File: src/rtl/serial_rx_if.sv
// Byte-stream side of serial_rx: received data plus strobes and busy flag.
// parity_err exists only when SERIAL_RX_PARITY_EN is defined.
interface serial_rx_if;
  logic [7:0] rx_data;
  logic       rx_valid;
  logic       frame_err;
  logic       rx_busy;
`ifdef SERIAL_RX_PARITY_EN
  logic       parity_err;

  modport master (output rx_data, rx_valid, frame_err, rx_busy, parity_err);
  modport slave  (input  rx_data, rx_valid, frame_err, rx_busy, parity_err);
`else
  modport master (output rx_data, rx_valid, frame_err, rx_busy);
  modport slave  (input  rx_data, rx_valid, frame_err, rx_busy);
`endif
endinterface

File: src/rtl/serial_rx.sv
// 8N1 UART receiver: 2-flop synchroniser, mid-bit sampling, framing check.
// Define SERIAL_RX_PARITY_EN to add an even-parity bit and the parity_err strobe.
module serial_rx #(
  parameter int unsigned CLKS_PER_BIT = 5208,
  parameter int unsigned DATA_BITS    = 8
) (
  input  logic        sysclk,
  input  logic        reset,
  input  logic        serial_in,
  serial_rx_if.master rx_if
);

  localparam int unsigned CntW = $clog2(CLKS_PER_BIT);
  localparam int unsigned BitW = $clog2(DATA_BITS);
  localparam logic [CntW-1:0] CntHalf = CntW'((CLKS_PER_BIT - 1) / 2);
  localparam logic [CntW-1:0] CntLast = CntW'(CLKS_PER_BIT - 1);
  localparam logic [BitW-1:0] BitLast = BitW'(DATA_BITS - 1);

  typedef enum logic [2:0] {
    StIdle,
    StStart,
    StData,
`ifdef SERIAL_RX_PARITY_EN
    StParity,
`endif
    StStop,
    StWaitHigh
  } state_e;

  state_e                 state_q, state_d;
  logic                   sync_q, s_in_q;
  logic [CntW-1:0]        cnt_q, cnt_d;
  logic [BitW-1:0]        bit_cnt_q, bit_cnt_d;
  logic [DATA_BITS-1:0]   shift_q, shift_d;
  logic [7:0]             rx_data_q, rx_data_d;
  logic                   rx_valid_q, rx_valid_d;
  logic                   frame_err_q, frame_err_d;
  logic                   rx_busy_q, rx_busy_d;
`ifdef SERIAL_RX_PARITY_EN
  logic                   par_bit_q, par_bit_d;
  logic                   parity_err_q, parity_err_d;
`endif

  always_comb begin
    state_d     = state_q;
    cnt_d       = cnt_q + 1'b1;
    bit_cnt_d   = bit_cnt_q;
    shift_d     = shift_q;
    rx_data_d   = rx_data_q;
    rx_valid_d  = 1'b0;
    frame_err_d = 1'b0;
`ifdef SERIAL_RX_PARITY_EN
    par_bit_d    = par_bit_q;
    parity_err_d = 1'b0;
`endif

    case (state_q)
      StIdle: begin
        if (!s_in_q) begin
          state_d = StStart;
          cnt_d   = '0;
        end
      end
      StStart: begin
        // Half-bit check rejects short low glitches as false starts.
        if (cnt_q == CntHalf) begin
          cnt_d = '0;
          if (s_in_q) begin
            state_d = StIdle;
          end else begin
            state_d   = StData;
            bit_cnt_d = '0;
          end
        end
      end
      StData: begin
        if (cnt_q == CntLast) begin
          cnt_d     = '0;
          shift_d   = {s_in_q, shift_q[DATA_BITS-1:1]};
          bit_cnt_d = bit_cnt_q + 1'b1;
          if (bit_cnt_q == BitLast) begin
`ifdef SERIAL_RX_PARITY_EN
            state_d = StParity;
`else
            state_d = StStop;
`endif
          end
        end
      end
`ifdef SERIAL_RX_PARITY_EN
      StParity: begin
        if (cnt_q == CntLast) begin
          cnt_d     = '0;
          par_bit_d = s_in_q;
          state_d   = StStop;
        end
      end
`endif
      StStop: begin
        if (cnt_q == CntLast) begin
          cnt_d     = '0;
          rx_data_d = 8'(shift_q);
          if (s_in_q) begin
            state_d = StIdle;
`ifdef SERIAL_RX_PARITY_EN
            if ((^shift_q) ^ par_bit_q) begin
              parity_err_d = 1'b1;
            end else begin
              rx_valid_d = 1'b1;
            end
`else
            rx_valid_d = 1'b1;
`endif
          end else begin
            frame_err_d = 1'b1;
            state_d     = StWaitHigh;
          end
        end
      end
      StWaitHigh: begin
        // A held-low break must not be read as a string of zero bytes.
        if (s_in_q) begin
          state_d = StIdle;
          cnt_d   = '0;
        end
      end
      default: begin
        state_d = StIdle;
        cnt_d   = '0;
      end
    endcase

    rx_busy_d = (state_d != StIdle);
  end

  always_ff @(posedge sysclk) begin
    if (reset) begin
      sync_q      <= 1'b1;
      s_in_q      <= 1'b1;
      state_q     <= StIdle;
      cnt_q       <= '0;
      bit_cnt_q   <= '0;
      shift_q     <= '0;
      rx_data_q   <= '0;
      rx_valid_q  <= 1'b0;
      frame_err_q <= 1'b0;
      rx_busy_q   <= 1'b0;
`ifdef SERIAL_RX_PARITY_EN
      par_bit_q    <= 1'b0;
      parity_err_q <= 1'b0;
`endif
    end else begin
      sync_q      <= serial_in;
      s_in_q      <= sync_q;
      state_q     <= state_d;
      cnt_q       <= cnt_d;
      bit_cnt_q   <= bit_cnt_d;
      shift_q     <= shift_d;
      rx_data_q   <= rx_data_d;
      rx_valid_q  <= rx_valid_d;
      frame_err_q <= frame_err_d;
      rx_busy_q   <= rx_busy_d;
`ifdef SERIAL_RX_PARITY_EN
      par_bit_q    <= par_bit_d;
      parity_err_q <= parity_err_d;
`endif
    end
  end

  assign rx_if.rx_data   = rx_data_q;
  assign rx_if.rx_valid  = rx_valid_q;
  assign rx_if.frame_err = frame_err_q;
  assign rx_if.rx_busy   = rx_busy_q;
`ifdef SERIAL_RX_PARITY_EN
  assign rx_if.parity_err = parity_err_q;
`endif

endmodule
File: src/flat_wrapper.sv
// flat-port wrapper written by rule: the top's interface ports become plain ports
module serial_rx_flat 
#(
  parameter int unsigned CLKS_PER_BIT = 5208,
  parameter int unsigned DATA_BITS    = 8
)
  (sysclk, reset, serial_in, rx_if_rx_data, rx_if_rx_valid, rx_if_frame_err, rx_if_rx_busy);
  serial_rx_if rx_if_i ();
  input  logic sysclk;
  input  logic reset;
  input  logic serial_in;
  output wire logic [$bits(rx_if_i.rx_data)-1:0] rx_if_rx_data;
  output wire logic [$bits(rx_if_i.rx_valid)-1:0] rx_if_rx_valid;
  output wire logic [$bits(rx_if_i.frame_err)-1:0] rx_if_frame_err;
  output wire logic [$bits(rx_if_i.rx_busy)-1:0] rx_if_rx_busy;
  assign rx_if_rx_data = rx_if_i.rx_data;
  assign rx_if_rx_valid = rx_if_i.rx_valid;
  assign rx_if_frame_err = rx_if_i.frame_err;
  assign rx_if_rx_busy = rx_if_i.rx_busy;
  serial_rx #(.CLKS_PER_BIT(CLKS_PER_BIT), .DATA_BITS(DATA_BITS)) u_core (.sysclk(sysclk), .reset(reset), .serial_in(serial_in), .rx_if(rx_if_i));
endmodule
File: config.mk
export PLATFORM = sky130hd
export DESIGN_NAME = serial_rx_flat
export DESIGN_NICKNAME = d
export VERILOG_FILES = /design/src/rtl/serial_rx_if.sv /design/src/rtl/serial_rx.sv /design/src/flat_wrapper.sv
export SDC_FILE = /design/constraint.sdc
export NUM_CORES = 1
export LEC_CHECK = 0
export ABC_CLOCK_PERIOD_IN_PS = 1800
export CAP_MARGIN = 40
export CORE_AREA = 2 2 85 46
export DETAILED_ROUTE_END_ITERATION = 12
export DIE_AREA = 0 0 87 48
export GPL_TIMING_DRIVEN = 0
export PLACE_DENSITY = 0.73
export SLEW_MARGIN = 20
export SYNTH_ARGS = -nofsm -noshare
export SYNTH_HDL_FRONTEND = slang
export SYNTH_SLANG_ARGS = --single-unit
File: constraint.sdc
create_clock -name sysclk -period 1.8 [get_ports sysclk]
set_input_delay 0.36 -clock sysclk [delete_from_list [all_inputs] [get_ports sysclk]]
set_output_delay 0.36 -clock sysclk [all_outputs]
set_load 0.01 [all_outputs]
==> reports/qor.yml, run 1 <==
outcome: "finished clean"
post_synth_main_area_contributors: "sky130_fd_sc_hd__dfxtp_1 (47%), sky130_fd_sc_hd__nand2_1 (8.8%), sky130_fd_sc_hd__a21oi_1 (5.0%)"
slew_violations: 0
cts_hold_buffers: 0
seq_area_frac_synth_pct: 47.2
cts.reportedPaths.clkPinSlew_ns: 0.08
period_minus_slack_ns: 1.72
synthArstFlopShare_pct: 0
antenna_left: 0
setup_slack_of_the_most_critical_reg_to_reg_path_ns: 0.08
fin_worst_skew_ns: 0.00738
share_of_layout_cells_above_drive_strength_1_pct: 17.7
io_pins: 14
timing.setup.tns_ns: 0
worst_r2r_path_depth: 6
cts_max_path_buffers: 2
dieHeight_um: 48
post_synth_inst_count: 185
drt-wirelength-per-cell_um: 12.6
cts_tree: "yes"
antenna-diode-count: 0
layout-area-overhead-vs-synth_pct: 24.0
whs_path_depth: 1
worst_pin_slew_ns: 0.535
core_region_area_mm2: 0.00336
hold_violations: 0
grt_pass1_wl_mm: 5.26
timing_worst_setup_path_type: "register to register"
final_net_count: 220
wire_length_after_detailed_routing_mm: 3.25
maxClockFrequency_ghz: 0.583
fp.dieW_um: 87
post_synthesis_cell_area_mm2: 0.00170
rr_startpoint: "u_core.cnt_q[9]"
crit_path_end_kind: "register"
layoutNonFillerInstCount: 257
cts-root-buf: "sky130_fd_sc_hd__clkbuf_8"
place_hpwl_mm: 2.06
antenna_found_initial: 0
synth_warnings: 0
synth.avg_cell_area_um2: 9.17
hold_slack_ns: 0.414
initial_utilization_pct: 50.5
min-delay-start: "u_core.sync_q"
worst-endpoint-required_ns: 1.98
post_synth_cell_types: 39
power_per_cell_area_mw_per_mm2: 847
report.final.setup_viol: 0
timing.hold.worst_endpoint: "u_core.s_in_q"
worst_ir_drop_vdd_v: 0.000314
first_global_vias: 1185
drt_pre_antenna_iters: 4
numClockSinks: 40
cts.htree.levels: 2
place_congestion: 0.806
fin_total_pwr_w: 0.00178
placedCellCount: 239
drc: 0
hp-class: "register to register"
synth_seq_cells: 40
die-area_mm2: 0.00418
total_number_of_vias: 1330
track_usage_pct: 16.8
insertion_delay_ns: 0.30
fin_crit_sh_pct: 95.4
number_of_enable_type_register_cells_in_the_synthesized_netlist: 0
grt_max_degree: 14
setup.worst_path.start_class: "register"
largest_fanout_on_the_critical_path: 5
placementRows: 15
max_slew_margin_pct: 64.3
total_leakage_power_nw: 0.777
vias_per_cell: 5.18
synthesis.nets: 191
cts_made_buffers: 5
initialDrtViolationCount: 30
port-buffer-count: 12
r2r-end: "u_core.rx_if.rx_busy"
cap_viol_max_count: 0
grt_overflow: 0
synthFlopType: "sky130_fd_sc_hd__dfxtp_1"
synth_top_area_cell: "sky130_fd_sc_hd__dfxtp_1"
worstPathArrival_ns: 1.90
yosysTopAreaCellShare_pct: 47.2
## cells by family after synthesis
| group | Yosys count | synth area share [%] |
|---|---|---|
| buffers and inverters | 7 | 2.06 |
| xor gates and xnor gates | 12 | 6.20 |
| muxes | 2 | 1.18 |
| DFF | 40 | 47.2 |
| and+or+nand+nor | 99 | 33.1 |
| AOI/OAI and AO/OA | 22 | 8.04 |
| adders and majority gates | 3 | 2.21 |
## repair_timing
| item | in CTS | in global routing |
|---|---|---|
| gates resized for setup | 6 | 5 |
| endpoints found under the setup margin | 34 | 33 |
| gates cloned | 1 | 1 |
| pin swaps | 2 | 4 |
| buffers inserted | 2 | 6 |
## routing by layer
metal	up-vias	share of wire (%)	GRT usage, %
met3	4	3.2	5.69
met5	-	0	0
met1	616	48	19.7
met2	20	48	29.6
li1	690	-	-
met4	0	0.99	6.56
## state kept, by name, summed over array words and instances, names as in the netlist
name,flops
u_core.bit_cnt_q,3
u_core.cnt_q,13
u_core.rx_if.frame_err,1
u_core.rx_if.rx_busy,1
u_core.rx_if.rx_data,8
u_core.rx_if.rx_valid,1
u_core.s_in_q,1
u_core.shift_q,8
u_core.state_q,3
u_core.sync_q,1
## Yosys cell counts (2+ instances only)
cell	count
sky130_fd_sc_hd__a21oi_1	17
sky130_fd_sc_hd__mux2i_1	2
sky130_fd_sc_hd__and4bb_1	2
sky130_fd_sc_hd__dfxtp_1	40
sky130_fd_sc_hd__nand2b_1	2
sky130_fd_sc_hd__or2_2	2
sky130_fd_sc_hd__nor3_1	2
sky130_fd_sc_hd__nor2_1	15
sky130_fd_sc_hd__xnor2_1	3
sky130_fd_sc_hd__o21ai_0	2
sky130_fd_sc_hd__xor2_1	9
sky130_fd_sc_hd__and2_1	3
sky130_fd_sc_hd__ha_1	3
sky130_fd_sc_hd__or2_1	2
sky130_fd_sc_hd__and4b_1	2
sky130_fd_sc_hd__nor2_2	2
sky130_fd_sc_hd__clkbuf_1	3
sky130_fd_sc_hd__nand4b_1	2
sky130_fd_sc_hd__nand3b_1	2
sky130_fd_sc_hd__nor3b_2	2
sky130_fd_sc_hd__nand3_1	8
sky130_fd_sc_hd__and3_1	4
sky130_fd_sc_hd__nand2_1	40
## metrics by stage
step | setup WS [ns] | cell area, um2 | utilization, %
2_1_floorplan | 0.0241 | 1700 | -
3_3_place_gp | -0.202 | 1870 | 55.6
3_5_place_dp | -0.234 | 1870 | 55.6
4_1_cts | 0.0236 | 2030 | 60.4
5_1_grt | -0.0153 | 2100 | 62.6
6_report | 0.0835 | 2100 | 62.6
## critical path, stage by stage (launching register included)
cell and delay [ns]:
sky130_fd_sc_hd__dfxtp_1 0.38, sky130_fd_sc_hd__nor4b_4 0.36, sky130_fd_sc_hd__buf_4 0.18, sky130_fd_sc_hd__nand4_2 0.15, sky130_fd_sc_hd__o21ai_0 0.19, sky130_fd_sc_hd__nand2_1 0.08
sky130_fd_sc_hd__a211o_1 0.27
## layout by cell type, fill, tap and decap left out, types with 3 or more instances in the layout
cell | netlist | layout
sky130_fd_sc_hd__a21oi_1 | 17 | 17
sky130_fd_sc_hd__and2_1 | 3 | 3
sky130_fd_sc_hd__and3_1 | 4 | 4
sky130_fd_sc_hd__buf_4 | 0 | 8
sky130_fd_sc_hd__clkbuf_1 | 3 | 3
sky130_fd_sc_hd__clkbuf_8 | 0 | 6
sky130_fd_sc_hd__clkdlybuf4s50_1 | 0 | 12
sky130_fd_sc_hd__dfxtp_1 | 40 | 38
sky130_fd_sc_hd__nand2_1 | 40 | 40
sky130_fd_sc_hd__nand3_1 | 8 | 8
sky130_fd_sc_hd__nor2_1 | 15 | 14
sky130_fd_sc_hd__nor2_2 | 2 | 3
sky130_fd_sc_hd__xnor2_1 | 3 | 3
sky130_fd_sc_hd__xor2_1 | 9 | 9
## area by class of cell
type | instances | area (um2)
Buffer | 6 | 31.3
Multi-Input combinational cell | 139 | 895
Clock inverter | 2 | 38.8
Clock buffer | 6 | 82.6
Inverter | 1 | 3.75
Timing Repair Buffer | 21 | 191
Tap cell | 42 | 52.6
Fill cell | 277 | 1260
Sequential cell | 40 | 808
## power breakdown
| group | switching, W | total (W) | internal (W) |
|---|---|---|---|
| clock | 0.000319 | 0.000772 | 0.000453 |
| combinational | 0.0000447 | 0.0000963 | 0.0000516 |
| sequential | 0.0000139 | 0.000912 | 0.000898 |
## how the worst max path moves through the flow
stage	start	endpoint	depth (start not counted)
after global routing	u_core.cnt_q[1]	u_core.rx_if.rx_data[7]	7
after CTS	u_core.cnt_q[0]	u_core.rx_if.rx_busy	6
after global placement	u_core.cnt_q[0]	u_core.cnt_q[11]	7
final	u_core.cnt_q[9]	u_core.rx_if.rx_busy	6
after floorplan	u_core.cnt_q[0]	u_core.cnt_q[6]	7
after detailed placement	u_core.cnt_q[0]	u_core.cnt_q[5]	7
No activity file was read; power rests on OpenSTA's default activity.
==> run 2: changes to the inputs <==
Settings changed: CAP_MARGIN 40 to default, SLEW_MARGIN 20 to 10.
==> results of run 2 <==
Final layout, timing and power as in run 1 (identical DEF).
==> run 3: changes to the inputs <==
Settings changed: CAP_MARGIN from default to 20.
==> results of run 3 <==
Final layout, timing and power as in run 1 (identical DEF).
